==> config.mk <==
export PLATFORM = sky130hd
export DESIGN_NAME = cpu_dmem_sequencer
export DESIGN_NICKNAME = d
export VERILOG_FILES = /design/src/rtl/cpu_dmem_sequencer.sv
export SDC_FILE = /design/constraint.sdc
export NUM_CORES = 1
export LEC_CHECK = 0
export CAP_MARGIN = 20
export CORE_MARGIN = 2
export CORE_UTILIZATION = 45
export CTS_BUF_LIST = sky130_fd_sc_hd__clkbuf_8
export DETAILED_ROUTE_END_ITERATION = 8
export HOLD_SLACK_MARGIN = 0.06
export PLACE_DENSITY = 0.78
export SLEW_MARGIN = 20
export SYNTH_ARGS = -nofsm -noshare
export SYNTH_HDL_FRONTEND = slang
export SYNTH_SLANG_ARGS = --single-unit
export TNS_END_PERCENT = 100
==> constraint.sdc <==
create_clock -name clk_i -period 4.3 [get_ports clk_i]
set_input_delay 0.86 -clock clk_i [delete_from_list [all_inputs] [get_ports clk_i]]
set_output_delay 0.86 -clock clk_i [all_outputs]
set_load 0.01 [all_outputs]
==> src/rtl/cpu_dmem_sequencer.sv <==
// cpu_dmem_sequencer
// Turns one CPU data-memory request (byte / short / long, load or store) into
// one or two beats on a 16-bit big-endian Wishbone master port. It returns a
// single-cycle completion pulse carrying load data or an error flag.
//
// State table
//   IDLE  | waiting for a request; req_ready_o = !flush_i
//   BEAT0 | first (or only) bus beat: address addr, data [31:16] for longs
//   BEAT1 | second beat of a long access: address addr+2, data [15:0]
//   RESP  | rsp_valid_o high for this one cycle, then back to IDLE
//
// Ports
//   clk_i, rst_i                 clock, asynchronous active-high reset
//   flush_i                      blocks acceptance only; never aborts a transfer
//   req_*                        execute-stage request (valid/ready handshake)
//   rsp_valid_o/rdata_o/err_o    completion pulse, zero-extended load data
//   busy_o                       high whenever the machine is not IDLE
//   dmem_*                       16-bit Wishbone master (registered outputs)
module cpu_dmem_sequencer #(
    parameter int TIMEOUT_CYCLES = 255
) (
    input  logic        clk_i,
    input  logic        rst_i,
    input  logic        flush_i,
    input  logic        req_valid_i,
    output logic        req_ready_o,
    input  logic        req_we_i,
    input  logic [1:0]  req_size_i,
    input  logic [31:0] req_addr_i,
    input  logic [31:0] req_wdata_i,
    output logic        rsp_valid_o,
    output logic [31:0] rsp_rdata_o,
    output logic        rsp_err_o,
    output logic        busy_o,
    output logic [31:0] dmem_address_o,
    output logic [15:0] dmem_data_o,
    input  logic [15:0] dmem_data_i,
    output logic [1:0]  dmem_sel_o,
    output logic        dmem_we_o,
    output logic        dmem_stb_o,
    output logic        dmem_cyc_o,
    input  logic        dmem_ack_i
);

    typedef enum logic [1:0] {IDLE, BEAT0, BEAT1, RESP} state_t;

    localparam logic [1:0] SZ_BYTE  = 2'b00;
    localparam logic [1:0] SZ_SHORT = 2'b01;
    localparam logic [1:0] SZ_LONG  = 2'b10;
    // Abort on the edge that ends the TIMEOUT_CYCLES-th unacknowledged cycle.
    localparam logic [7:0] TO_LAST  = 8'(TIMEOUT_CYCLES - 1);

    state_t      state_q, state_d;
    logic        we_q, we_d;
    logic [1:0]  size_q, size_d;
    logic        addr_lsb_q, addr_lsb_d;
    logic [15:0] wdata_lo_q, wdata_lo_d;
    logic [31:0] rdata_q, rdata_d;
    logic [7:0]  tmo_cnt_q, tmo_cnt_d;

    logic        cyc_q, cyc_d;
    logic        stb_q, stb_d;
    logic        dwe_q, dwe_d;
    logic [1:0]  sel_q, sel_d;
    logic [31:0] adr_q, adr_d;
    logic [15:0] dat_q, dat_d;
    logic        rsp_valid_q, rsp_valid_d;
    logic        rsp_err_q, rsp_err_d;
    logic [31:0] rsp_rdata_q, rsp_rdata_d;

    logic        accept;
    logic        bad_req;
    logic [31:0] beat_rdata;

    assign req_ready_o    = (state_q == IDLE) && !flush_i;
    assign accept         = req_valid_i && req_ready_o;
    assign bad_req        = (req_size_i == 2'b11) ||
                            ((req_size_i != SZ_BYTE) && req_addr_i[0]);

    assign busy_o         = (state_q != IDLE);
    assign rsp_valid_o    = rsp_valid_q;
    assign rsp_err_o      = rsp_err_q;
    assign rsp_rdata_o    = rsp_rdata_q;
    assign dmem_cyc_o     = cyc_q;
    assign dmem_stb_o     = stb_q;
    assign dmem_we_o      = dwe_q;
    assign dmem_sel_o     = sel_q;
    assign dmem_address_o = adr_q;
    assign dmem_data_o    = dat_q;

    // Load data as it will stand after capturing the current beat.
    always_comb begin
        beat_rdata = rdata_q;
        case (size_q)
            SZ_BYTE:  beat_rdata = {24'b0, addr_lsb_q ? dmem_data_i[7:0] : dmem_data_i[15:8]};
            SZ_SHORT: beat_rdata = {16'b0, dmem_data_i};
            default: begin
                if (state_q == BEAT0) beat_rdata = {dmem_data_i, 16'b0};
                else                  beat_rdata = {rdata_q[31:16], dmem_data_i};
            end
        endcase
    end

    always_comb begin
        state_d     = state_q;
        we_d        = we_q;
        size_d      = size_q;
        addr_lsb_d  = addr_lsb_q;
        wdata_lo_d  = wdata_lo_q;
        rdata_d     = rdata_q;
        tmo_cnt_d   = tmo_cnt_q;
        cyc_d       = cyc_q;
        stb_d       = stb_q;
        dwe_d       = dwe_q;
        sel_d       = sel_q;
        adr_d       = adr_q;
        dat_d       = dat_q;
        rsp_valid_d = 1'b0;
        rsp_err_d   = 1'b0;
        rsp_rdata_d = 32'b0;

        case (state_q)
            IDLE: begin
                if (accept) begin
                    we_d       = req_we_i;
                    size_d     = req_size_i;
                    addr_lsb_d = req_addr_i[0];
                    wdata_lo_d = req_wdata_i[15:0];
                    rdata_d    = 32'b0;
                    tmo_cnt_d  = 8'd0;
                    if (bad_req) begin
                        state_d     = RESP;
                        rsp_valid_d = 1'b1;
                        rsp_err_d   = 1'b1;
                    end else begin
                        state_d = BEAT0;
                        cyc_d   = 1'b1;
                        stb_d   = 1'b1;
                        dwe_d   = req_we_i;
                        adr_d   = {req_addr_i[31:1], 1'b0};
                        case (req_size_i)
                            SZ_BYTE: begin
                                sel_d = req_addr_i[0] ? 2'b01 : 2'b10;
                                dat_d = {req_wdata_i[7:0], req_wdata_i[7:0]};
                            end
                            SZ_SHORT: begin
                                sel_d = 2'b11;
                                dat_d = req_wdata_i[15:0];
                            end
                            default: begin
                                sel_d = 2'b11;
                                dat_d = req_wdata_i[31:16];
                            end
                        endcase
                    end
                end
            end

            BEAT0, BEAT1: begin
                if (dmem_ack_i) begin
                    rdata_d   = beat_rdata;
                    tmo_cnt_d = 8'd0;
                    if ((state_q == BEAT0) && (size_q == SZ_LONG)) begin
                        state_d = BEAT1;
                        adr_d   = adr_q + 32'd2;
                        dat_d   = wdata_lo_q;
                    end else begin
                        state_d     = RESP;
                        cyc_d       = 1'b0;
                        stb_d       = 1'b0;
                        dwe_d       = 1'b0;
                        rsp_valid_d = 1'b1;
                        rsp_rdata_d = we_q ? 32'b0 : beat_rdata;
                    end
                end else begin
                    tmo_cnt_d = tmo_cnt_q + 8'd1;
                    if (tmo_cnt_q == TO_LAST) begin
                        state_d     = RESP;
                        cyc_d       = 1'b0;
                        stb_d       = 1'b0;
                        dwe_d       = 1'b0;
                        rsp_valid_d = 1'b1;
                        rsp_err_d   = 1'b1;
                    end
                end
            end

            RESP: begin
                state_d = IDLE;
            end

            default: state_d = IDLE;
        endcase
    end

    always_ff @(posedge clk_i or posedge rst_i) begin
        if (rst_i) begin
            state_q     <= IDLE;
            we_q        <= 1'b0;
            size_q      <= 2'b00;
            addr_lsb_q  <= 1'b0;
            wdata_lo_q  <= 16'b0;
            rdata_q     <= 32'b0;
            tmo_cnt_q   <= 8'd0;
            cyc_q       <= 1'b0;
            stb_q       <= 1'b0;
            dwe_q       <= 1'b0;
            sel_q       <= 2'b00;
            adr_q       <= 32'b0;
            dat_q       <= 16'b0;
            rsp_valid_q <= 1'b0;
            rsp_err_q   <= 1'b0;
            rsp_rdata_q <= 32'b0;
        end else begin
            state_q     <= state_d;
            we_q        <= we_d;
            size_q      <= size_d;
            addr_lsb_q  <= addr_lsb_d;
            wdata_lo_q  <= wdata_lo_d;
            rdata_q     <= rdata_d;
            tmo_cnt_q   <= tmo_cnt_d;
            cyc_q       <= cyc_d;
            stb_q       <= stb_d;
            dwe_q       <= dwe_d;
            sel_q       <= sel_d;
            adr_q       <= adr_d;
            dat_q       <= dat_d;
            rsp_valid_q <= rsp_valid_d;
            rsp_err_q   <= rsp_err_d;
            rsp_rdata_q <= rsp_rdata_d;
        end
    end

endmodule

Yosys cells after proc, flatten, opt, wreduce, memory -nomap -nowiden
Index checks and enable logic that the tools add are counted.
Storage, ports and cells
  flip-flop bits (word level): 148
  bits in latches: 0
  RAM bits: 0
  ROM bits: 0
  input bits: 88
  output and inout bits: 89
  logic and storage cells: 101
  memories kept: 0
Cells by class
  add/subtract/negate cells: 2
  multiply operators: 0
  div/mod/pow operators: 0
  magnitude comparators: 0
  eq/ne operators: 14
  shift operators: 0
  muxes and demuxes: 49
  bitwise gates (word level): 1
  reductions and logical operators: 20
Operator list (count)
  32-bit two-way mux: 11
  32-bit case mux with 2 select lines: 3
  16-bit two-way mux: 4
  16-bit case mux with 2 select lines: 2
  32-bit by 2-bit adder with 32-bit output, second input constant: 1
  8-bit two-way mux: 3
  8-bit case mux with 2 select lines: 1
  1-bit two-way mux: 14
  2-bit two-way mux: 6
  5-bit AND reduction: 2
  8-bit by 1-bit adder with 8-bit output, second input constant: 1
  2-bit == test, second input constant: 4
  8-bit == test, second input constant: 1
  2-bit inequality test, second input constant: 4
  1-bit case mux with 2 select lines: 4
  2-bit by 1-bit == test with 1-bit output, second input constant: 3
  2-bit logical NOT: 3
  3-bit inequality test, second input constant: 2
  2-bit case mux with 3 select lines: 1
  2-bit AND reduction: 3
  3-bit AND reduction: 2
  2-bit nonzero test: 3
  1-bit logical AND: 4
  2-bit OR reduction: 1
  3 further kinds: 3

Depth between registers and ports, before layout
  word-level depth: 7
  depth in mapped cells: 10
  gate-level depth less buffers: 7

Worst setup path before layout
Ideal clock, no wire load.
  kind: input-to-reg
  start point: input req_size_i[1]
  end point: register adr_q[17], in the netlist dmem_address_o[17]
  library setup time: 136 ps
  arrival time: 2207 ps
  required time: 4164 ps
  path slack: 1957 ps
  cell stages on the path: 8
  path buffers: 3
  cell sequence: buf_2 > maj3_2 > o21ai_4 > nand2_4 > buf_2 > buf_2 > o21ai_0 > o21ai_0
On the way
  cells in the longest elaborated chain, start to end: 5
  elaborated cells between the ends (all ways): 6
RTL lines
  from (decl): line 28  | input logic [1:0] req_size_i,
  2-bit nonzero test: line 78  | ((req_size_i != SZ_BYTE) && req_addr_i[0]);
  1-bit logical AND: line 78
  1-bit logical OR *: line 77  | assign bad_req = (req_size_i == 2'b11) ||
  2-bit inequality test (no line) *
  5-bit AND reduction (no line) *
  to (signal assigned): line 226  | adr_q <= adr_d;
  to (decl): line 65  | logic [31:0] adr_q, adr_d;
Mark *: on every way between the ends. The rest lies on a longest branch, timed or not.
A chain may end at the register's enable or synchronous reset.

Final worst setup path
  start point: register state_q[1]
  end point: register adr_q[30], in the netlist dmem_address_o[30]
On the way
  cells in the longest elaborated chain, start to end: 5
  elaborated cells between the ends (all ways): 14
RTL lines
  from (decl): line 53  | state_t state_q, state_d;
  from (signal assigned): line 215  | state_q <= state_d;
  2-bit logical NOT: line 75, 122
  1-bit logical AND: line 75  | assign req_ready_o = (state_q == IDLE) && !flush_i;
  1-bit logical AND: line 76  | assign accept = req_valid_i && req_ready_o;
  2-bit inequality test (no line)
  5-bit AND reduction (no line)
Several ways; a longest one is shown, not always the timed one.

==> qor.yml <==
outcome: "finished, final reports clean"
firstDrtPassIters: 5
worstPathRequired_ns: 4.68
clockBufferDepth: 2
drtIter0Drc: 416
setup.worst_path.end_class: "register"
min-delay-path-class: "register to register"
timing.setup.tns_ns: 0
timing.final.max_slew_violations: 0
fp.coreArea_um2: 14000
initial_core_util: 0.464
critical_path_buf_inv_count: 1
cts_resized: 0
grt_overflow_total: 0
vias: 5654
timing.slew.headroom: 0.346
synth-seq-area-share: 0.505
postSynthAreaPerCell_um2: 10.2
post-place-cells: 961
floorplan.die_area_um2: 15400
number_of_global_route_vias_before_repair: 5516
synth_largest_type_area_fraction: 0.505
row_count: 43
final_layout_size_suffix_gt1_frac: 0.0999
combined_area_of_the_multi_input_logic_cells_um2: 2950
edff_count_synth: 0
ant_nets: 0
design_power_total_mw: 5.68
crit_family: "simple AND/OR/NAND/NOR gates"
hpwl_um: 11800
area.sequential_um2: 3280
synth_cell_types: 60
clock_tree.root_cell: "sky130_fd_sc_hd__clkbuf_8"
arrival_ns: 3.30
synth_largest_area_cell: "sky130_fd_sc_hd__dfrtp_1"
post-cts-setup-buffers: 0
timing.critical_path.fanout_max: 67
synth_commonest_cells: "sky130_fd_sc_hd__dfrtp_1 (131), sky130_fd_sc_hd__nand2_1 (59), sky130_fd_sc_hd__nor2_1 (59), sky130_fd_sc_hd__o21ai_0 (56), sky130_fd_sc_hd__mux2i_1 (51)"
tritoncts_clock_tree: "done"
clock_slew_at_reported_path_ffs_ns: 0.08
h_tree_depth: 4
top_level_ports: 177
final.period_utilization: 0.680
detail_route.vias_per_cell: 5.71
powerDensity_nw_per_um2: 656
gp_routability_congestion: 0.826
io_buffers: 175
dominant_cell_by_count_in_the_synthesized_netlist: "sky130_fd_sc_hd__dfrtp_1"
clk_latency_ns: 0.45
regToRegSetupSlack_ns: 1.38
post_layout_nonfiller_instances: 991
die-height_um: 124
drv_cap: 0
crit_path_max_incr_delay_ns: 0.65
fin_crit_ns: 2.92
gr-usage-all-layers: 0.224
fillers: 1175
worstMarginPinSlew_ns: 0.974
final_hold_viol_count: 0
num_antenna_cells: 0
crit_chain: "inv_1 > ha_2 > nand4_1 > o21ai_2 > nand2_4 > or4_1 > nand3_1"
grt_antenna_before_repair: 0
utilization: 0.620
clock_skew_ns: 0.0121
yosysWarnings: 0
syn2layout_area_growth_pct: 33.4
fmax_mhz: 342
synth_area_um2: 6500
routed_wire_length_per_instance_um: 17.3
die_w_um: 124
report.final.setup_viol: 0
criticalPathCategory: "register to register"
synth_top_flop_cell: "sky130_fd_sc_hd__dfrtp_1"
net_count_synth: 734
leakage_nw: 3.72
clock-sinks: 131
grt_setup_unrepaired: "no"
cp_slowest_cell: "sky130_fd_sc_hd__or4_1"
cts-buffers-inserted: 17
remaining_drc_errors: 0
ir_drop_v: 0.000343
asyncSetResetFlopFracSynth: 1.00
hold_buffers: 0
postSynthRegisterBits: 131
layout.nets: 895
worstSetupStartpointType: "register"
totalWireLength_um: 17100
post_synth_inst_count: 639
grt_max_degree: 70
grt_first_pass_wirelength_um: 27000
area_contributors_post_synth: "sky130_fd_sc_hd__dfrtp_1 (50%), sky130_fd_sc_hd__mux2i_1 (7.9%), sky130_fd_sc_hd__o21ai_0 (4.3%), sky130_fd_sc_hd__mux2_2 (4.0%), sky130_fd_sc_hd__nand2_1 (3.4%)"
cell type report:
cell class / instances / share of cell area
Clock buffer: 20 / 0.0318
Clock inverter: 10 / 0.00722
Inverter: 10 / 0.00476
Multi-Input combinational cell: 456 / 0.341
Sequential cell: 131 / 0.378
Tap cell: 180 / 0.0260
Timing Repair Buffer: 184 / 0.211
logic make-up after synthesis:
group                      after synthesis  share of synthesized area
muxes                                   74                      0.118
adders and majority gates                8                     0.0152
AOI/OAI and AO/OA                      166                      0.162
other                                    1                   0.000577
buffers and inverters                   52                     0.0410
and+or+nand+nor                        207                      0.158
DFF                                    131                      0.505
per-stage QoR:
stage	hold WS, ns	setup WS [ns]	instance area [µm²]
5_1_grt	0.510	1.14	8670
3_3_place_gp	0.471	1.05	8330
2_1_floorplan	0.451	1.82	6500
4_1_cts	0.493	1.41	8670
6_report	0.489	1.38	8670
3_5_place_dp	0.476	1.01	8330
state kept, by name, indices dropped and copies added, names as in the netlist:
| register | cells |
|---|---|
| addr_lsb_q | 1 |
| dmem_address_o | 31 |
| dmem_data_o | 16 |
| dmem_sel_o | 2 |
| dmem_stb_o | 1 |
| dmem_we_o | 1 |
| rdata_q | 16 |
| rsp_err_o | 1 |
| rsp_rdata_o | 32 |
| rsp_valid_o | 1 |
| size_q | 2 |
| state_q | 2 |
| tmo_cnt_q | 8 |
| wdata_lo_q | 16 |
| we_q | 1 |
worst paths after layout:
check / cells past startpoint / endpoint / start
worst min-delay path: 1 / tmo_cnt_q[7]$_DFFE_PP0P_ / tmo_cnt_q[7]$_DFFE_PP0P_
min in group asynchronous: 2 / dmem_sel_o[1]$_DFFE_PP0P_ / rst_i
worst max-delay path: 7 / dmem_address_o[30]$_DFFE_PP0P_ / state_q[1]$_DFFE_PP0P_
max in group asynchronous: 3 / rdata_q[28]$_DFFE_PP0P_ / rst_i
worst max register to register: 7 / dmem_address_o[30]$_DFFE_PP0P_ / state_q[1]$_DFFE_PP0P_
worst min register to register: 1 / tmo_cnt_q[7]$_DFFE_PP0P_ / tmo_cnt_q[7]$_DFFE_PP0P_
metal layers:
metal	share of wire	track usage	wire length, µm	up-vias
li1	-	-	-	2635
met1	0.43	0.295	7410	2787
met3	0.051	0.0476	874	30
met2	0.49	0.358	8470	202
met5	0	0	0	-
met4	0.023	0.0962	388	0
where the power goes:
part | switching [mW] | total [mW] | internal (mW) | leakage (nW)
logic | 1.36 | 2.65 | 1.29 | 1.88
registers | 0.427 | 2.12 | 1.69 | 1.67
clock network | 0.481 | 0.912 | 0.431 | 0.169
placed cells by master (no fill, tap or decap), types with 2 or more instances in the layout:
cell	netlist	layout
sky130_fd_sc_hd__clkdlybuf4s50_1	0	175
sky130_fd_sc_hd__dfrtp_1	131	131
sky130_fd_sc_hd__nand2_1	59	59
sky130_fd_sc_hd__nor2_1	59	59
sky130_fd_sc_hd__o21ai_0	56	56
sky130_fd_sc_hd__mux2i_1	51	51
sky130_fd_sc_hd__a21oi_1	41	41
sky130_fd_sc_hd__mux2_2	23	23
sky130_fd_sc_hd__nand4_1	21	21
sky130_fd_sc_hd__nand3_1	21	21
sky130_fd_sc_hd__clkbuf_8	4	20
sky130_fd_sc_hd__a2bb2oi_1	17	17
sky130_fd_sc_hd__a22o_1	16	16
sky130_fd_sc_hd__and2_1	10	10
sky130_fd_sc_hd__o22ai_1	8	8
sky130_fd_sc_hd__inv_1	8	8
sky130_fd_sc_hd__buf_4	3	8
sky130_fd_sc_hd__a31oi_1	6	6
sky130_fd_sc_hd__nor3_1	6	6
sky130_fd_sc_hd__and3_1	6	6
sky130_fd_sc_hd__ha_1	7	6
sky130_fd_sc_hd__nand2b_1	5	5
sky130_fd_sc_hd__clkinvlp_4	0	5
sky130_fd_sc_hd__o211ai_1	4	4
sky130_fd_sc_hd__clkinv_2	0	4
sky130_fd_sc_hd__and3_2	3	3
sky130_fd_sc_hd__nor2b_1	2	2
sky130_fd_sc_hd__inv_2	2	2
sky130_fd_sc_hd__nor4_1	2	2
sky130_fd_sc_hd__o22a_1	2	2
sky130_fd_sc_hd__or4_1	2	2
sky130_fd_sc_hd__o31ai_1	2	2
Note: power is estimated with default switching activity, not from simulation.
